<file path="src/rtl/ansi_pkg.sv">
// ansi_pkg -- shared definitions for the ANSI terminal interface.
//   KEY_* event codes, raw byte constants, decoder state encoding and
//   small byte-classification helpers. Imported by the input decoder and
//   the game controller.
package ansi_pkg;

    localparam logic [3:0] KEY_NONE  = 4'd0;
    localparam logic [3:0] KEY_CHAR  = 4'd1;
    localparam logic [3:0] KEY_UP    = 4'd2;
    localparam logic [3:0] KEY_DOWN  = 4'd3;
    localparam logic [3:0] KEY_RIGHT = 4'd4;
    localparam logic [3:0] KEY_LEFT  = 4'd5;
    localparam logic [3:0] KEY_ESC   = 4'd6;
    localparam logic [3:0] KEY_ALT   = 4'd7;

    localparam logic [7:0] BYTE_ESC   = 8'h1B;
    localparam logic [7:0] BYTE_CSI   = 8'h5B;  // '['
    localparam logic [7:0] BYTE_SEMI  = 8'h3B;  // ';'
    localparam logic [7:0] BYTE_SPACE = 8'h20;
    localparam logic [7:0] BYTE_CPR   = 8'h52;  // 'R'

    typedef enum logic [1:0] {
        ST_GROUND,
        ST_ESC,
        ST_CSI
    } state_t;

    function automatic logic is_digit(input logic [7:0] b);
        return (b >= 8'h30) && (b <= 8'h39);
    endfunction

    // CSI final byte to arrow key code; KEY_NONE when not an arrow final.
    function automatic logic [3:0] arrow_code(input logic [7:0] b);
        case (b)
            8'h41:   return KEY_UP;
            8'h42:   return KEY_DOWN;
            8'h43:   return KEY_RIGHT;
            8'h44:   return KEY_LEFT;
            default: return KEY_NONE;
        endcase
    endfunction

endpackage

</file>
<file path="src/rtl/ansi_param_acc.sv">
// ansi_param_acc -- one decimal CSI parameter accumulator.
//   clk      in   system clock
//   rst_n    in   asynchronous active-low reset
//   clr      in   clear value to 0 (start of a new CSI sequence)
//   dig_stb  in   accumulate one decimal digit this cycle
//   digit    in   digit value 0..9 (low nibble of the ASCII digit)
//   value    out  8-bit value, saturates at 255
module ansi_param_acc (
    input  logic       clk,
    input  logic       rst_n,
    input  logic       clr,
    input  logic       dig_stb,
    input  logic [3:0] digit,
    output logic [7:0] value
);

    // 255*10+9 = 2559 fits in 12 bits, so the product never wraps.
    logic [11:0] next_val;
    assign next_val = ({4'd0, value} * 12'd10) + {8'd0, digit};

    always_ff @(posedge clk or negedge rst_n) begin
        if (!rst_n) begin
            value <= '0;
        end else if (clr) begin
            value <= '0;
        end else if (dig_stb) begin
            value <= (next_val > 12'd255) ? 8'hFF : next_val[7:0];
        end
    end

endmodule

</file>
<file path="src/rtl/ansi_input_decoder.sv">
// ansi_input_decoder -- decodes the raw stdin byte stream into key events.
//   Plain characters, arrow keys (ESC [ A..D), bare ESC by idle timeout,
//   Alt+key (ESC x) and cursor-position reports (ESC [ row ; col R).
//   clk, rst_n          clock, asynchronous active-low reset
//   in_valid, in_byte   raw byte stream, always accepted
//   key_valid           one-cycle pulse, key_code/key_char valid
//   key_code, key_char  event code (ansi_pkg KEY_*) and byte for CHAR/ALT
//   cpr_valid           one-cycle pulse, cpr_row/cpr_col updated
//   cpr_row, cpr_col    last reported cursor position (hold)
//   err                 one-cycle pulse, malformed/timed-out CSI dropped
// Build option: define ANSI_CPR_EN to decode cursor-position reports;
// otherwise 'R' is an unknown CSI final and the cpr_* outputs are tied 0.
module ansi_input_decoder
    import ansi_pkg::*;
#(
    parameter int unsigned ESC_TIMEOUT = 16,
    parameter int unsigned TMR_W       = 5
) (
    input  logic       clk,
    input  logic       rst_n,
    input  logic       in_valid,
    input  logic [7:0] in_byte,
    output logic       key_valid,
    output logic [3:0] key_code,
    output logic [7:0] key_char,
    output logic       cpr_valid,
    output logic [7:0] cpr_row,
    output logic [7:0] cpr_col,
    output logic       err
);

    // Timer fires on the idle cycle that would bring it to ESC_TIMEOUT.
    localparam logic [TMR_W-1:0] TMR_LAST = TMR_W'(ESC_TIMEOUT - 1);

    state_t           state, state_d;
    logic [TMR_W-1:0] timer, timer_d;
    logic             idx, idx_d;
    logic             acc_clr, dig_stb;
    logic             kv_d, err_d;
    logic [3:0]       kc_d;
    logic [7:0]       kch_d;
    logic [7:0]       p0;
`ifdef ANSI_CPR_EN
    logic [7:0]       p1;
    logic             cv_d;
    logic [7:0]       row_d, col_d;
`endif

    ansi_param_acc u_p0 (
        .clk     (clk),
        .rst_n   (rst_n),
        .clr     (acc_clr),
        .dig_stb (dig_stb & ~idx),
        .digit   (in_byte[3:0]),
        .value   (p0)
    );

`ifdef ANSI_CPR_EN
    ansi_param_acc u_p1 (
        .clk     (clk),
        .rst_n   (rst_n),
        .clr     (acc_clr),
        .dig_stb (dig_stb & idx),
        .digit   (in_byte[3:0]),
        .value   (p1)
    );
`else
    // Parameters are only consumed by CPR; p0 is kept for the controller build.
    logic unused_p0;
    assign unused_p0 = ^p0;
`endif

    always_comb begin
        state_d = state;
        timer_d = timer;
        idx_d   = idx;
        acc_clr = 1'b0;
        dig_stb = 1'b0;
        kv_d    = 1'b0;
        kc_d    = KEY_NONE;
        kch_d   = '0;
        err_d   = 1'b0;
`ifdef ANSI_CPR_EN
        cv_d    = 1'b0;
        row_d   = cpr_row;
        col_d   = cpr_col;
`endif
        case (state)
            ST_GROUND: begin
                if (in_valid) begin
                    if (in_byte == BYTE_ESC) begin
                        state_d = ST_ESC;
                        timer_d = '0;
                    end else begin
                        kv_d  = 1'b1;
                        kc_d  = KEY_CHAR;
                        kch_d = in_byte;
                    end
                end
            end
            ST_ESC: begin
                if (in_valid) begin
                    timer_d = '0;
                    if (in_byte == BYTE_CSI) begin
                        state_d = ST_CSI;
                        acc_clr = 1'b1;
                        idx_d   = 1'b0;
                    end else if (in_byte == BYTE_ESC) begin
                        kv_d = 1'b1;
                        kc_d = KEY_ESC;
                    end else begin
                        kv_d    = 1'b1;
                        kc_d    = KEY_ALT;
                        kch_d   = in_byte;
                        state_d = ST_GROUND;
                    end
                end else if (timer == TMR_LAST) begin
                    kv_d    = 1'b1;
                    kc_d    = KEY_ESC;
                    state_d = ST_GROUND;
                end else begin
                    timer_d = timer + TMR_W'(1);
                end
            end
            ST_CSI: begin
                if (in_valid) begin
                    timer_d = '0;
                    if (is_digit(in_byte)) begin
                        dig_stb = 1'b1;
                    end else if (in_byte == BYTE_SEMI) begin
                        if (!idx) begin
                            idx_d = 1'b1;
                        end else begin
                            err_d   = 1'b1;
                            state_d = ST_GROUND;
                        end
                    end else if (arrow_code(in_byte) != KEY_NONE) begin
                        kv_d    = 1'b1;
                        kc_d    = arrow_code(in_byte);
                        state_d = ST_GROUND;
                    end else if (in_byte == BYTE_CPR) begin
`ifdef ANSI_CPR_EN
                        // A zero/missing parameter means the ANSI default of 1.
                        cv_d  = 1'b1;
                        row_d = (p0 == 8'd0) ? 8'd1 : p0;
                        col_d = (p1 == 8'd0) ? 8'd1 : p1;
`else
                        err_d = 1'b1;
`endif
                        state_d = ST_GROUND;
                    end else begin
                        err_d   = 1'b1;
                        state_d = ST_GROUND;
                    end
                end else if (timer == TMR_LAST) begin
                    err_d   = 1'b1;
                    state_d = ST_GROUND;
                end else begin
                    timer_d = timer + TMR_W'(1);
                end
            end
            default: state_d = ST_GROUND;
        endcase
    end

    always_ff @(posedge clk or negedge rst_n) begin
        if (!rst_n) begin
            state     <= ST_GROUND;
            timer     <= '0;
            idx       <= 1'b0;
            key_valid <= 1'b0;
            key_code  <= '0;
            key_char  <= '0;
            err       <= 1'b0;
        end else begin
            state     <= state_d;
            timer     <= timer_d;
            idx       <= idx_d;
            key_valid <= kv_d;
            key_code  <= kc_d;
            key_char  <= kch_d;
            err       <= err_d;
        end
    end

`ifdef ANSI_CPR_EN
    always_ff @(posedge clk or negedge rst_n) begin
        if (!rst_n) begin
            cpr_valid <= 1'b0;
            cpr_row   <= '0;
            cpr_col   <= '0;
        end else begin
            cpr_valid <= cv_d;
            cpr_row   <= row_d;
            cpr_col   <= col_d;
        end
    end
`else
    assign cpr_valid = 1'b0;
    assign cpr_row   = '0;
    assign cpr_col   = '0;
`endif

endmodule

</file>
<file path="config.mk">
export PLATFORM = sky130hd
export DESIGN_NAME = ansi_input_decoder
export DESIGN_NICKNAME = d
export VERILOG_FILES = /design/src/rtl/ansi_pkg.sv /design/src/rtl/ansi_param_acc.sv /design/src/rtl/ansi_input_decoder.sv
export SDC_FILE = /design/constraint.sdc
export NUM_CORES = 1
export LEC_CHECK = 0
export ABC_AREA = 1
export BUFFER_PORTS_ARGS = -buffer_cell sky130_fd_sc_hd__buf_2
export CAP_MARGIN = 20
export CORE_AREA = 5 5 66 68
export CTS_CLUSTER_DIAMETER = 40
export DETAILED_ROUTE_END_ITERATION = 10
export DIE_AREA = 0 0 71 73
export GPL_ROUTABILITY_DRIVEN = 0
export GPL_TIMING_DRIVEN = 0
export PLACE_DENSITY_LB_ADDON = 0.05
export SYNTH_ARGS = -nofsm -noshare
export SYNTH_HDL_FRONTEND = slang
export SYNTH_HIERARCHICAL = 1
export SYNTH_SLANG_ARGS = --single-unit
</file>
<file path="constraint.sdc">
create_clock -name clk -period 2.5 [get_ports clk]
set_input_delay 0.625 -clock clk [delete_from_list [all_inputs] [get_ports clk]]
set_output_delay 0.625 -clock clk [all_outputs]
set_load 0.03 [all_outputs]
</file>
==> metrics.yaml, run 1 <==
diodes: 0
setup_violations: 0
yosys.cell_types.count: 23
grt_usage_pct: 12.7
layout_min_cycle_time_ns: 1.67
syn_area_per_cell_um2: 7.39
leakage_uw: 0.000951
core_area_um2: 3800
cts-hold-fix-buffers: 0
drt-initial-drc-count: 54
drive_above_1_share_pct: 25.2
grt_pass1_vias: 1156
root_buffer: "clkbuf_8"
drt_first_pass_iters: 4
core.rowCount: 23
ys.flop_type: "dfrtp_1"
fmax_ghz: 0.597
cts.path.max_buffers: 2
cpMaxStageDelayCell: "dfrtp_1"
synth_edf_count: 0
tritoncts: "done"
vias: 1206
drv_cap: 0
post-place-ws_ns: 0.700
clock_latency_ns: 0.26
setup.worst_path.class: "reg2reg"
cts.sinks: 21
path_cells: "ha_1 > nand2_1 > nor2_1 > ha_1 > inv_1 > o21ai_0 > inv_1 > nand2_4 > nand2_1 > o21ai_1"
path_buf_inv: 2
portBuffers: 23
grt.overflow.total: 0
synthTopCellsByArea: "dfrtp_1 37%, nand2_1 12%, buf_4 9.6%"
status: "completed"
crit_fanout: 8
pin_count: 42
seq_area_frac_synth_pct: 37.4
crit_path_start_kind: "flop"
dp_hpwl_um: 2410
wl_per_cell_um: 10.3
hold_viol: 0
post-cts-setup-buffers: 0
synth-seq-cells: 21
final_nets: 252
remaining_drc_errors: 0
synth_top_cell_area_share_pct: 37.4
async_flop_share_pct: 100
cp-end-kind: "flop"
synth_cells: 190
finalSetupTns_ns: 0
cts_resized: 0
via_per_inst: 4.25
synth_largest_area_cell: "dfrtp_1"
slowest_delay_ns: 0.42
grt_first_pass_wirelength_um: 5210
die_area_um2: 5180
required_ns: 2.68
fillers: 426
grt_max_degree: 22
yosys_warnings: 6
die_x_um: 71
drv_slew: 0
cp_top_family: "flip-flops"
ir_worst_vdd_mv: 0.395
min_path_type: "in2async"
clkTransAtPathRegs_ns: 0.08
die_y_um: 73
numCtsBuffers: 3
antenna_left: 0
cellPowerDensity_nw_per_um2: 824
start_util_pct: 37.0
h-tree-depth: 1
ff2ff_path_depth: 10
syn_to_final_growth_pct: 20.4
rsz0062_at_grt: "no"
antenna_found_initial: 0
crit_arrival_ns: 1.86
path_depth: 10
syn_area_um2: 1400
fin_crit_sh_pct: 67.0
worst_slack_ns: 0.826
drt_wl_total_um: 2920
clock_skew_ns: 0.00383
[cells in the final DEF, fill, tap and decap left out, types with 2 or more instances in the layout]
cell / count
nand3_1: 13
or2_2: 2
inv_1: 23
buf_4: 18
o21ai_2: 4
dfrtp_1: 21
inv_2: 2
o21ai_1: 2
o21ai_0: 5
conb_1: 18
nand4_1: 6
a21oi_1: 8
nor2_1: 24
buf_2: 23
ha_1: 6
nand2_1: 45
clkbuf_8: 3
nand2_2: 3
[worst paths after layout]
| kind | startpoint | endpoint | slack, ns |
|---|---|---|---|
| worst max-delay path | timer[0]$_DFFE_PN0P_ | timer[4]$_DFFE_PN0P_ | 0.83 |
| worst min-delay path | rst_n | key_char[5]$_DFF_PN0_ | 0.31 |
| worst max register to register | timer[0]$_DFFE_PN0P_ | timer[4]$_DFFE_PN0P_ | 0.83 |
| worst min register to register | timer[4]$_DFFE_PN0P_ | timer[4]$_DFFE_PN0P_ | 0.52 |
| max in group asynchronous | rst_n | key_code[2]$_DFF_PN0_ | 1.85 |
| min in group clk | timer[4]$_DFFE_PN0P_ | timer[4]$_DFFE_PN0P_ | 0.52 |
[state kept, by name, indices dropped and copies added (netlist names)]
signal / cells
idx: 1
timer: 5
state: 2
key_code: 3
key_char: 8
err: 1
key_valid: 1
[per-stage QoR]
stage                     hold slack, ns  utilization, %  instance area (um2)  instances  power (uW)
after floorplan                    0.329               -                 1470        207        1020
after global placement             0.478            43.3                 1650        280        1190
after detailed placement           0.489            43.3                 1650        280        1190
after CTS                          0.340            44.5                 1690        284        1410
after global routing               0.365            44.5                 1690        284        1510
final                              0.313            44.5                 1690        284        1390
[layer usage]
metal / share of wire [%] / GRT usage [%] / vias up
li1: - / - / 651
met1: 44 / 15.6 / 531
met2: 50 / 22.1 / 19
met3: 5.0 / 2.89 / 5
met4: 1.3 / 3.76 / 0
met5: 0 / 0 / -
[power by group]
| part | internal (uW) | total (uW) | switching [uW] |
|---|---|---|---|
| Clock | 113 | 222 | 109 |
| Combinational | 222 | 706 | 484 |
| Sequential | 421 | 464 | 43.1 |
| Total | 757 | 1390 | 636 |
[cell type report]
cell class / count / area [um2] / area share [%]
plain buffers: 18 / 135 / 7.99
clock buffers: 4 / 45.0 / 2.66
inverters: 25 / 93.8 / 5.55
multi-input cells: 143 / 713 / 42.2
flip-flops and latches: 21 / 526 / 31.1
well taps: 50 / 62.6 / 3.70
repair buffers: 23 / 115 / 6.81
[cell usage after synthesis (2+ instances only)]
master / count
nor2_1: 24
nand2_1: 45
a21oi_1: 8
inv_1: 23
dfrtp_1: 21
buf_4: 18
inv_2: 2
or2_2: 2
o21ai_2: 4
o21ai_0: 5
nand2_2: 3
o21ai_1: 2
nand3_1: 13
nand4_1: 6
ha_1: 6
[cell families after synthesis]
kind of cell / count (synthesis) / synth area share [%]
AND/OR/NAND/NOR: 97 / 30.7
other: 1 / 0.267
AO/OA/AOI/OAI: 22 / 9.98
adder cells (fa/ha/maj): 6 / 5.35
flip-flops: 21 / 37.4
buffers and inverters: 43 / 16.3
Note: power is estimated with default switching activity, not from simulation.
==> run 2: changes to the inputs <==
clock period = 1.55 ns   (was 2.5 ns; I/O delays follow)
==> metrics.yaml, run 2 (synthesized netlist as in run 1, its figures left out) <==
wl_per_cell_um: 10.7  # +4.5%
required_ns: 1.75  # -0.93 ns
drt-initial-drc-count: 50  # -7.4%
cts.sinks: 21  # unchanged
largest_reg_flops: 8  # unchanged
drv_slew: 0  # unchanged
final_nets: 258  # +2.4%
cp_top_family: "simple AND/OR/NAND/NOR gates"
h-tree-depth: 1  # unchanged
layout_min_cycle_time_ns: 1.50  # -0.170 ns
crit_top_cell: "nand2_1"
grt_first_pass_wirelength_um: 5240  # +0.67%
core.rowCount: 23  # unchanged
whs_ns: 0.0835  # -0.229 ns
status: "completed"
vias: 1242  # +3.0%
cellPowerDensity_nw_per_um2: 1340  # +63%
grt.overflow.total: 0  # unchanged
remaining_drc_errors: 0  # unchanged
drt_wl_total_um: 3110  # +6.7%
dp_hpwl_um: 2410  # unchanged
grt_usage_pct: 12.8  # +0.087 points
grt_max_degree: 22  # unchanged
clock_latency_ns: 0.26  # about the same
p_sw_share_pct: 45.5  # -0.13 points
min_path_type: "in2async"
global_route.usage.met1_pct: 15.6  # unchanged
stdcell_count: 290  # +2.1%
slowest_delay_ns: 0.39  # -0.03 ns
leakage_uw: 0.000988  # +3.9%
path_buf_inv: 1  # -1
r2r-start: "timer[1]$_DFFE_PN0P_"
drt_first_pass_iters: 4  # unchanged
top_usage_layer: "met2"
mostFrequentLayoutCell: "nand2_1"
crit_fanout: 3  # -5
drive_above_1_share_pct: 34.6  # +9.4 points
layout_common_cells: "41 x nand2_1, 24 x buf_4, 23 x buf_2"
setup_violations: 0  # unchanged
setup.worst_path.class: "reg2reg"
core_area_um2: 3800  # unchanged
cp-end-kind: "flop"
fmax_ghz: 0.665  # +11%
root_buffer: "clkbuf_8"
p_int_uw: 1310  # +73%
diodes: 0  # unchanged
largestRegisters: "key_char: 8 flops, timer: 5 flops, key_code: 3 flops"
use_met2_pct: 22.5  # +0.31 points
p_seq_share_pct: 30.7  # -2.6 points
design_area_um2: 1790  # +5.6%
met3_usage_pct: 2.89  # unchanged
tritoncts: "done"
cts.path.max_buffers: 2  # unchanged
grt_pass1_vias: 1161  # +0.43%
antenna_left: 0  # unchanged
drv_cap: 0  # unchanged
numCtsBuffers: 3  # unchanged
via_per_inst: 4.28  # +0.85%
die_y_um: 73  # unchanged
dpl_cell_area_um2: 1650  # unchanged
rsz0062_at_grt: "yes"
ir_worst_vdd_mv: 0.747  # +89%
crit_start: "timer[1]$_DFFE_PN0P_"
antenna_found_initial: 0  # unchanged
cpMaxStageDelayCell: "dfrtp_1"
netSwitchingPower_uw: 1090  # +72%
start_util_pct: 37.0  # unchanged
top_register: "key_char"
fin_crit_sh_pct: 97.1  # +30 points
path_cells: "ha_2 > nand2_2 > nor2_2 > ha_2 > inv_2 > nand2_1 > nand2_1 > nand3_2 > a21oi_2 > nand4_1 > nand2_1"
die_area_um2: 5180  # unchanged
pin_count: 42  # unchanged
clock_skew_ns: 0.00347  # -0.000362 ns
syn_to_final_growth_pct: 27.2
dp.cells: 280  # unchanged
portBuffers: 23  # unchanged
pwr-share-comb_pct: 54.3  # +3.6 points
cts-hold-fix-buffers: 0  # unchanged
crit_arrival_ns: 1.70  # -0.16 ns
hold_viol: 0  # unchanged
crit_path_start_kind: "flop"
die_x_um: 71  # unchanged
clkTransAtPathRegs_ns: 0.08  # about the same
power.share.clock_pct: 14.9  # -1.1 points
==> run 2: changes by cell type in the layout (fill, tap and decap cells not counted), sizes merged <==
cell	change
buf	+6
==> run 2: through the flow <==
| stage | util, % | TNS (ns) | setup WS [ns] | power (uW) |
|---|---|---|---|---|
| finish | 47.0 | 0 | 0.0452 | 2400 |
| CTS | 45.0 | -0.0000898 | -0.0000898 | 2310 |
| global route | 47.0 | -0.492 | -0.0777 | 2590 |
| floorplan | - | 0 | 0.0629 | 1640 |
| global placement | 43.3 | -0.708 | -0.122 | 1920 |
| detailed placement | 43.3 | -0.665 | -0.121 | 1920 |
==> run 2: power by group through the flow <==
| stage | logic, uW | clock network, uW | registers, uW |
|---|---|---|---|
| after floorplan | 696 | 0 | 943 |
| after global placement | 1160 | 0 | 762 |
| after detailed placement | 1150 | 0 | 761 |
| after CTS | 1200 | 373 | 740 |
| after global routing | 1440 | 398 | 751 |
| final | 1300 | 358 | 737 |
==> run 2: worst register-to-register path, stage by stage (launching register included) <==
cell and delay [ns]:
dfrtp_1 0.39, ha_2 0.19, nand2_2 0.08, nor2_2 0.05, ha_2 0.18, inv_2 0.08, nand2_1 0.05, nand2_1 0.07
nand3_2 0.08, a21oi_2 0.12, nand4_1 0.09, nand2_1 0.07
==> run 2: final cells by class <==
cell class                      instances  area, um2
Fill cell                             426       2010
Multi-Input combinational cell        143        762
Sequential cell                        21        527
Timing Repair Buffer                   29        160
Buffer                                 18        135
Inverter                               25       93.8
Tap cell                               50       62.6
Clock buffer                            4       45.0
==> run 2: timing repair <==
item | CTS | global route
endpoints found under the setup margin | 8 | 11
gates resized for setup | 4 | 15
hold endpoints to repair | 0 | 0
setup buffers | 2 | 4
pin swaps | 1 | 8
==> run 2: metal layers <==
metal  share of wire [%]  up-vias
li1                    -      666
met1                  43      552
met2                  51       20
met3                 4.8        4
met4                 1.0        0
met5                   0        -
==> run 2: worst paths after layout <==
| check | to | slack, ns | cells after the start |
|---|---|---|---|
| max in group asynchronous | state[1]$_DFFE_PN0P_ | 1.10 | 1 |
| min in group clk | key_char[4]$_DFF_PN0_ | 0.38 | 3 |
| hold reg to reg | timer[4]$_DFFE_PN0P_ | 0.49 | 2 |
| hold / removal | key_char[5]$_DFF_PN0_ | 0.08 | 1 |
| setup reg to reg | state[1]$_DFFE_PN0P_ | 0.05 | 11 |
| setup / recovery | state[1]$_DFFE_PN0P_ | 0.05 | 11 |
